$ cat src/rtl/pipe_skid_stage.sv
// pipe_skid_stage
//   Pipeline stage with a valid/ready handshake and a 2-entry skid buffer.
//   in_ready comes straight from the skid-valid register, so no combinational
//   ready path runs between stages, and the stage still sustains 1 beat/cycle.
//   The stage also provides stall, flush, bubble insertion on empty output
//   slots, and an occupancy report.
//
// Handshake: a beat moves on a rising clk edge when valid and ready are both 1
//   on that side (push = in_valid & in_ready, pop = out_valid & out_ready &
//   !stall). valid does not depend combinationally on ready. A producer that
//   raises valid holds it and its data until the beat is taken.
//
// Ports
//   clk        clock, all state updates on posedge
//   rst        synchronous active-high reset (priority over flush)
//   stall      blocks pop; pushes are still accepted while in_ready=1
//   flush      drops all held beats and any beat pushed in the same cycle
//   in_valid   upstream beat valid
//   in_ready   stage can accept a beat (= !skid_valid & !rst)
//   in_data    upstream payload
//   out_valid  head beat valid (registered)
//   out_ready  downstream accepts head beat
//   out_data   head payload, BUBBLE when out_valid=0
//   occupancy  beats held: 0, 1 or 2 (registered)

module pipe_skid_stage #(
    parameter int unsigned       WIDTH  = 32,
    parameter logic [WIDTH-1:0]  BUBBLE = '0
) (
    input  logic             clk,
    input  logic             rst,
    input  logic             stall,
    input  logic             flush,
    input  logic             in_valid,
    output logic             in_ready,
    input  logic [WIDTH-1:0] in_data,
    output logic             out_valid,
    input  logic             out_ready,
    output logic [WIDTH-1:0] out_data,
    output logic [1:0]       occupancy
);

    // Fill level, taken from {main_valid, skid_valid}.
    typedef enum logic [1:0] {
        ST_EMPTY   = 2'b00,
        ST_ILLEGAL = 2'b01,
        ST_HALF    = 2'b10,
        ST_FULL    = 2'b11
    } fill_state_t;

    logic             main_valid, main_valid_n;
    logic             skid_valid, skid_valid_n;
    logic [WIDTH-1:0] main_data,  main_data_n;
    logic [WIDTH-1:0] skid_data,  skid_data_n;
    logic [1:0]       occ_q,      occ_n;
    logic             push, pop;
    fill_state_t      fill_state;

    assign fill_state = fill_state_t'({main_valid, skid_valid});

    assign in_ready  = !skid_valid && !rst;
    assign out_valid = main_valid;
    assign out_data  = main_valid ? main_data : BUBBLE;
    assign occupancy = occ_q;

    assign push = in_valid && in_ready;
    assign pop  = main_valid && out_ready && !stall;

    always_comb begin
        main_valid_n = main_valid;
        skid_valid_n = skid_valid;
        main_data_n  = main_data;
        skid_data_n  = skid_data;

        if (flush) begin
            // Data registers keep stale values. out_data masks them with BUBBLE.
            main_valid_n = 1'b0;
            skid_valid_n = 1'b0;
        end else begin
            case (fill_state)
                ST_EMPTY: begin
                    if (push) begin
                        main_valid_n = 1'b1;
                        main_data_n  = in_data;
                    end
                end
                ST_HALF: begin
                    if (push && !pop) begin
                        skid_valid_n = 1'b1;
                        skid_data_n  = in_data;
                    end else if (push && pop) begin
                        main_data_n  = in_data;
                    end else if (pop) begin
                        main_valid_n = 1'b0;
                    end
                end
                ST_FULL: begin
                    // in_ready is 0 here, so only a pop can happen.
                    if (pop) begin
                        main_data_n  = skid_data;
                        skid_valid_n = 1'b0;
                    end
                end
                default: begin
                    // Skid valid without a head is unreachable. Drop to empty
                    // rather than present an out-of-order beat.
                    main_valid_n = 1'b0;
                    skid_valid_n = 1'b0;
                end
            endcase
        end

        occ_n = {1'b0, main_valid_n} + {1'b0, skid_valid_n};
    end

    always_ff @(posedge clk) begin
        if (rst) begin
            main_valid <= 1'b0;
            skid_valid <= 1'b0;
            main_data  <= BUBBLE;
            skid_data  <= BUBBLE;
            occ_q      <= 2'd0;
        end else begin
            main_valid <= main_valid_n;
            skid_valid <= skid_valid_n;
            main_data  <= main_data_n;
            skid_data  <= skid_data_n;
            occ_q      <= occ_n;
        end
    end

endmodule

$ cat config.mk
export PLATFORM = sky130hd
export DESIGN_NAME = pipe_skid_stage
export DESIGN_NICKNAME = d
export VERILOG_FILES = /design/src/rtl/pipe_skid_stage.sv
export SDC_FILE = /design/constraint.sdc
export NUM_CORES = 1
export LEC_CHECK = 0
export BUFFER_PORTS_ARGS = -buffer_cell sky130_fd_sc_hd__buf_2
export CORE_ASPECT_RATIO = 0.75
export CORE_MARGIN = 5
export CORE_UTILIZATION = 40
export CTS_CLUSTER_SIZE = 20
export DETAILED_ROUTE_END_ITERATION = 10
export GPL_ROUTABILITY_DRIVEN = 0
export SYNTH_ARGS = -nofsm -noshare
export SYNTH_HDL_FRONTEND = slang
export SYNTH_SLANG_ARGS = --single-unit
$ cat constraint.sdc
create_clock -name clk -period 3.77 [get_ports clk]
set_input_delay 0.754 -clock clk [delete_from_list [all_inputs] [get_ports clk]]
set_output_delay 0.754 -clock clk [all_outputs]
set_load 0.005 [all_outputs]
**Word-level counts from Yosys, hierarchy flattened**

Index checks and enable logic that the tools add are counted.

- Output and inout bits: 36
- Register bits after elaboration: 68
- Bits of input ports: 38
- Word-level logic and storage cells: 43

- Bitwise logic cells: 1
- Add/sub/neg operators: 1
- Reductions and logical operators: 14
- Muxes and demuxes: 16
- Equality and inequality tests: 6

Operator list:

| kind | number |
|---|---|
| $mux W32 | 5 |
| $pmux W32 S3 | 1 |
| $mux W1 | 8 |
| $ne A2 B2 Y1 const B | 4 |
| $logic_and A1 B1 Y1 | 6 |
| $pmux W1 S3 | 2 |
| $reduce_and A6 Y1 | 1 |
| $eq A2 B2 Y1 const B | 2 |
| $logic_not A1 Y1 | 4 |
| $reduce_and A3 Y1 | 1 |
| $reduce_bool A3 Y1 | 1 |
| $add A1 B1 Y2 | 1 |
| $logic_not A2 Y1 | 1 |
| $not A1 Y1 | 1 |

**Logic depth before layout (Yosys ltp)**

- Depth in word-level cells: 9
- Mapped depth: 8
- Depth with buffers taken out: 5

**Least setup slack after synthesis**

Ideal clock, no wire load.

- Kind: in2reg
- Start: input port rst
- End: register occ_q[0], in the netlist occupancy[0]
- Stages: 8
- Buffers on the path: 3
- Slack: 1610 ps
- Data arrival time: 2032 ps
- Setup time: 128 ps
- Required time: 3642 ps
- Cell sequence: clkbuf_1 -> inv_2 -> clkbuf_1 -> clkbuf_1 -> a21oi_1 -> nor2_1 -> ha_1 -> nor2b_1

- Elaborated cells on any way between the ends: 14
- Classes of those cells: add/sub (1); mux (8); reduce/logical (5)

RTL lines:

| item | RTL line | source |
|---|---|---|
| start: declaration | 31 | `input logic rst,` |
| $logic_not A1 Y1 | 61 | `assign in_ready = !skid_valid && !rst;` |
| $logic_and A1 B1 Y1 | 61 |  |
| $logic_and A1 B1 Y1 | 66 | `assign push = in_valid && in_ready;` |
| $logic_and A1 B1 Y1 | 88 | `if (push && !pop) begin` |
| $mux W1 | 88 |  |
| $pmux W1 S3 | 80 | `case (fill_state)` |
| $mux W1 | 75 | `if (flush) begin` |
| named net skid_valid_n | 52 | `logic skid_valid, skid_valid_n;` |
| $add A1 B1 Y2 | 113 | `occ_n = {1'b0, main_valid_n} + {1'b0, skid_valid_n};` |
| named net occ_n[0] | 55 | `logic [1:0] occ_q, occ_n;` |
| end signal: assignment | 128 | `occ_q <= occ_n;` |
| end: declaration | 55 |  |

The timed path passes the listed nets, and every way through them passes these cells.
A chain may end at the register's enable or synchronous reset.

**Worst setup path after layout**

- Start: input port in_valid
- End: register skid_data[15]

- Cells in the longest elaborated chain, start to end: 3

Ends and longest elaborated chain:

| item | RTL line | source |
|---|---|---|
| start: declaration | 34 | `input logic in_valid,` |
| $logic_and A1 B1 Y1 | 66 |  |
| $logic_and A1 B1 Y1 | 88 |  |
| $reduce_and A3 Y1 (no line) | n/a |  |
| end signal: assignment | 127 | `skid_data <= skid_data_n;` |
| end: declaration | 54 | `logic [WIDTH-1:0] skid_data, skid_data_n;` |

Every way passes these cells.

==> results by group <==
Job
  • Max Cap Viol: 0

Drt
  • Via count: 2704
  • Remaining DRCs: 0
  • Post-Route WL: 7860 µm
  • Iter 0 DRT Violations: 151
  • Routed wire length per instance: 14.3 µm
  • Vias per inst: 4.92
  • 1st-pass router iterations: 6
  • Antenna Nets Post-Route: 0

Timing
  • Final setup TNS: 0 ns
  • Min Tclk post-route: 2.45 ns
  • RSZ-0062 raised after global routing: no
  • Slew Limit Headroom: 27.9%
  • Slew Viols, Final: 0
  • Final setup slack of the worst path: 1.32 ns
  • Worst-margin pin slew: 1.08 ns
  • Fin. Hold Viols: 0
  • Fmax: 408 MHz
  • # setup viols final: 0
  • Post-Route Skew: 0.00604 ns
  • Tcrit/Tclk final: 65.0%

Logic synthesis
  • Synth top cells by count: dfxtp_1 (68), nor2b_1 (34), nand2_1 (33)
  • Yosys cell types: 27
  • Compound-cell area share of the yosys netlist: 12.0%
  • Asr flop ratio synth: 0%
  • Post-synth top area cell: dfxtp_1
  • Synth Cell Area: 3600 µm²
  • Mux cell area share after synthesis: 22.0%
  • Post-synth EDFFs: 0
  • Post-Synthesis Cells: 380
  • Avg Synthesized Cell Area: 9.48 µm²
  • Xor and xnor area share after synthesis: 0%
  • Yosys Warn Count: 0
  • Sequential share of the synthesized area: 37.8%
  • Syn_nets: 419
  • Simple-gate portion of the synthesized area: 22.0%
  • Post-synth top area share: 37.8%
  • Most common cell in the netlist: dfxtp_1
  • Synth Area in Adders: 0.347%
  • Top cells by area, synth: dfxtp_1 (38%), mux2_4 (13%), mux2i_1 (8.9%)
  • Yosys reg bits: 68
  • Predominant post-synthesis flop cell: dfxtp_1
  • Main combinational cell family by area after synthesis: multiplexers

Clock tree
  • CTS Hold Bufs: 0
  • CTS tree: yes
  • Htree depth: 3
  • Post-CTS sizing: 0
  • CTS root buf: clkbuf_16
  • Worst-path clk slew: 0.05 ns
  • Clock sink total: 68
  • Total CTS buffers: 9
  • Post-CTS setup buffer count: 0
  • Worst skew pair latency: 0.33 ns
  • Clock buffer depth: 2

Placed design
  • Buffers on Ports: 73
  • Worst slack, placed: 0.962 ns
  • Post-DP HPWL: 4840 µm

Cells and area
  • Area grow syn2layout: 18.0%
  • ANT cells: 0
  • Reg area: 1360 µm²
  • Layout net count: 472
  • Layout cells sized above 1: 29.2%
  • Multi-input logic area: 2050 µm²
  • Layout fillers: 888

Die
  • Die area: 11000 µm²
  • Chip width: 120 µm
  • Starting density of the core: 40.3%
  • Placement row count: 30
  • Top-Level Pins: 74
  • Die Height: 92.2 µm
  • Core Region: 8930 µm²

Critical path
  • Crit start category: input port
  • Top delay family on crit path: simple AND/OR/NAND/NOR gates
  • Max FO, Critical Path: 22
  • Slowest stage delay, CP: 0.63 ns
  • Buf/Inv on CP: 2
  • Worst path cell trace: buf_2 -> or3b_1 -> nand4bb_4 -> buf_4 -> mux2_4
  • Crit end category: register
  • Worst EP required: 3.99 ns
  • Worst path arrival time: 2.67 ns
  • Slowest CP cell: nand4bb_4
  • Crit path kind: input port to register

Global routing
  • Total Routing Usage GR: 14.8%
  • GR Util met2: 22.0%
  • Vias in the first global route: 2642
  • Met1 usage: 19.6%
  • First-pass GRT wire length: 13200 µm
  • Antenna violations before repair: 0
  • M3 GR Usage: 5.80%
  • Top Usage Layer GRT: met2
  • Largest net degree at the start of global routing: 71
  • Congestion Overflow GR: 0

Min path
  • Worst min-delay path class: register to register

Power and ir drop
  • Power density over the cells: 394 nW/µm²
  • Static leakage: 0.00219 µW
  • Worst VDD drop: 0.168 mV

Outcome
  • Status: complete, no violations
-- registers in the layout (all words and copies together), names as in the netlist --
signal and count:
out_valid 1, skid_data 32, occupancy 2, skid_valid 1, main_data 32
-- area by class of cell --
cell class,count,share of cell area [%]
Clock inverter,5,1.24
Inverter,1,0.0883
Multi-Input combinational cell,274,48.2
Tap cell,112,3.30
Timing Repair Buffer,79,9.65
Clock buffer,11,5.47
Sequential cell,68,32.1
-- layout by cell type, fill, tap and decap left out --
cell type and instances:
a21boi_0 32, dfxtp_1 66, or3b_1 1, buf_2 73, inv_2 1, clkinv_2 3, nor2b_1 34, a21oi_1 2
ha_1 1, a211oi_1 1, nor3_1 1, mux2_1 2, mux2i_1 32, o21ai_0 31, clkinvlp_4 1, clkbuf_1 2
buf_4 6, mux2_4 30, nand3b_1 1, and2_1 32, clkbuf_16 9, and3_1 32, nand4bb_4 1, o21ai_1 2
dfxtp_2 2, bufinv_16 1, nor2_1 3, a221o_2 1, nand2b_1 2, nand2_1 33
-- cells by family after synthesis --
group | count (synthesis)
adder cells (fa/ha/maj) | 1
AO/OA/AOI/OAI | 69
multiplexers | 64
flip-flops | 68
AND/OR/NAND/NOR | 140
buffers and inverters | 38
-- power breakdown --
group	internal, µW	total [µW]	switching [µW]	leakage [µW]
Sequential	737	746	9.74	0.000551
Clock	508	808	300	0.000139
Combinational	55.4	123	67.7	0.00150
Total	1300	1680	377	0.00219
-- per-layer routing --
| layer | wire [µm] | vias up |
|---|---|---|
| li1 | - | 1396 |
| met1 | 4030 | 1239 |
| met2 | 3330 | 65 |
| met3 | 458 | 4 |
| met4 | 40 | 0 |
| met5 | 0 | - |
-- final timing paths --
| path | slack, ns | cells past startpoint | startpoint | endpoint |
|---|---|---|---|---|
| setup / recovery | 1.32 | 5 | in_valid | skid_data[15]$_SDFFE_PP0P_ |
| hold / removal | 0.45 | 2 | main_data[21]$_SDFFE_PP0P_ | main_data[21]$_SDFFE_PP0P_ |
| setup reg to reg | 1.52 | 4 | skid_valid$_SDFF_PP0_ | skid_data[15]$_SDFFE_PP0P_ |
| hold reg to reg | 0.45 | 2 | main_data[21]$_SDFFE_PP0P_ | main_data[21]$_SDFFE_PP0P_ |
-- worst reg2reg max path: stages, from the launching register on --
cell	delay (ns)
dfxtp_2	0.31
or3b_1	0.43
nand4bb_4	0.63
buf_4	0.44
mux2_4	0.32
-- metrics by stage --
stage               util (%)  hold WS [ns]  cells  power (µW)  area, µm²
finish                  47.6         0.452    550        1680       4250
global route            47.6         0.474    550        1750       4250
floorplan                  -         0.434    380         840       3600
global placement        44.4         0.443    534         884       3970
detailed placement      44.4         0.450    534         886       3970
CTS                     47.6         0.457    550        1710       4250
(Power assumes the default switching activity.)
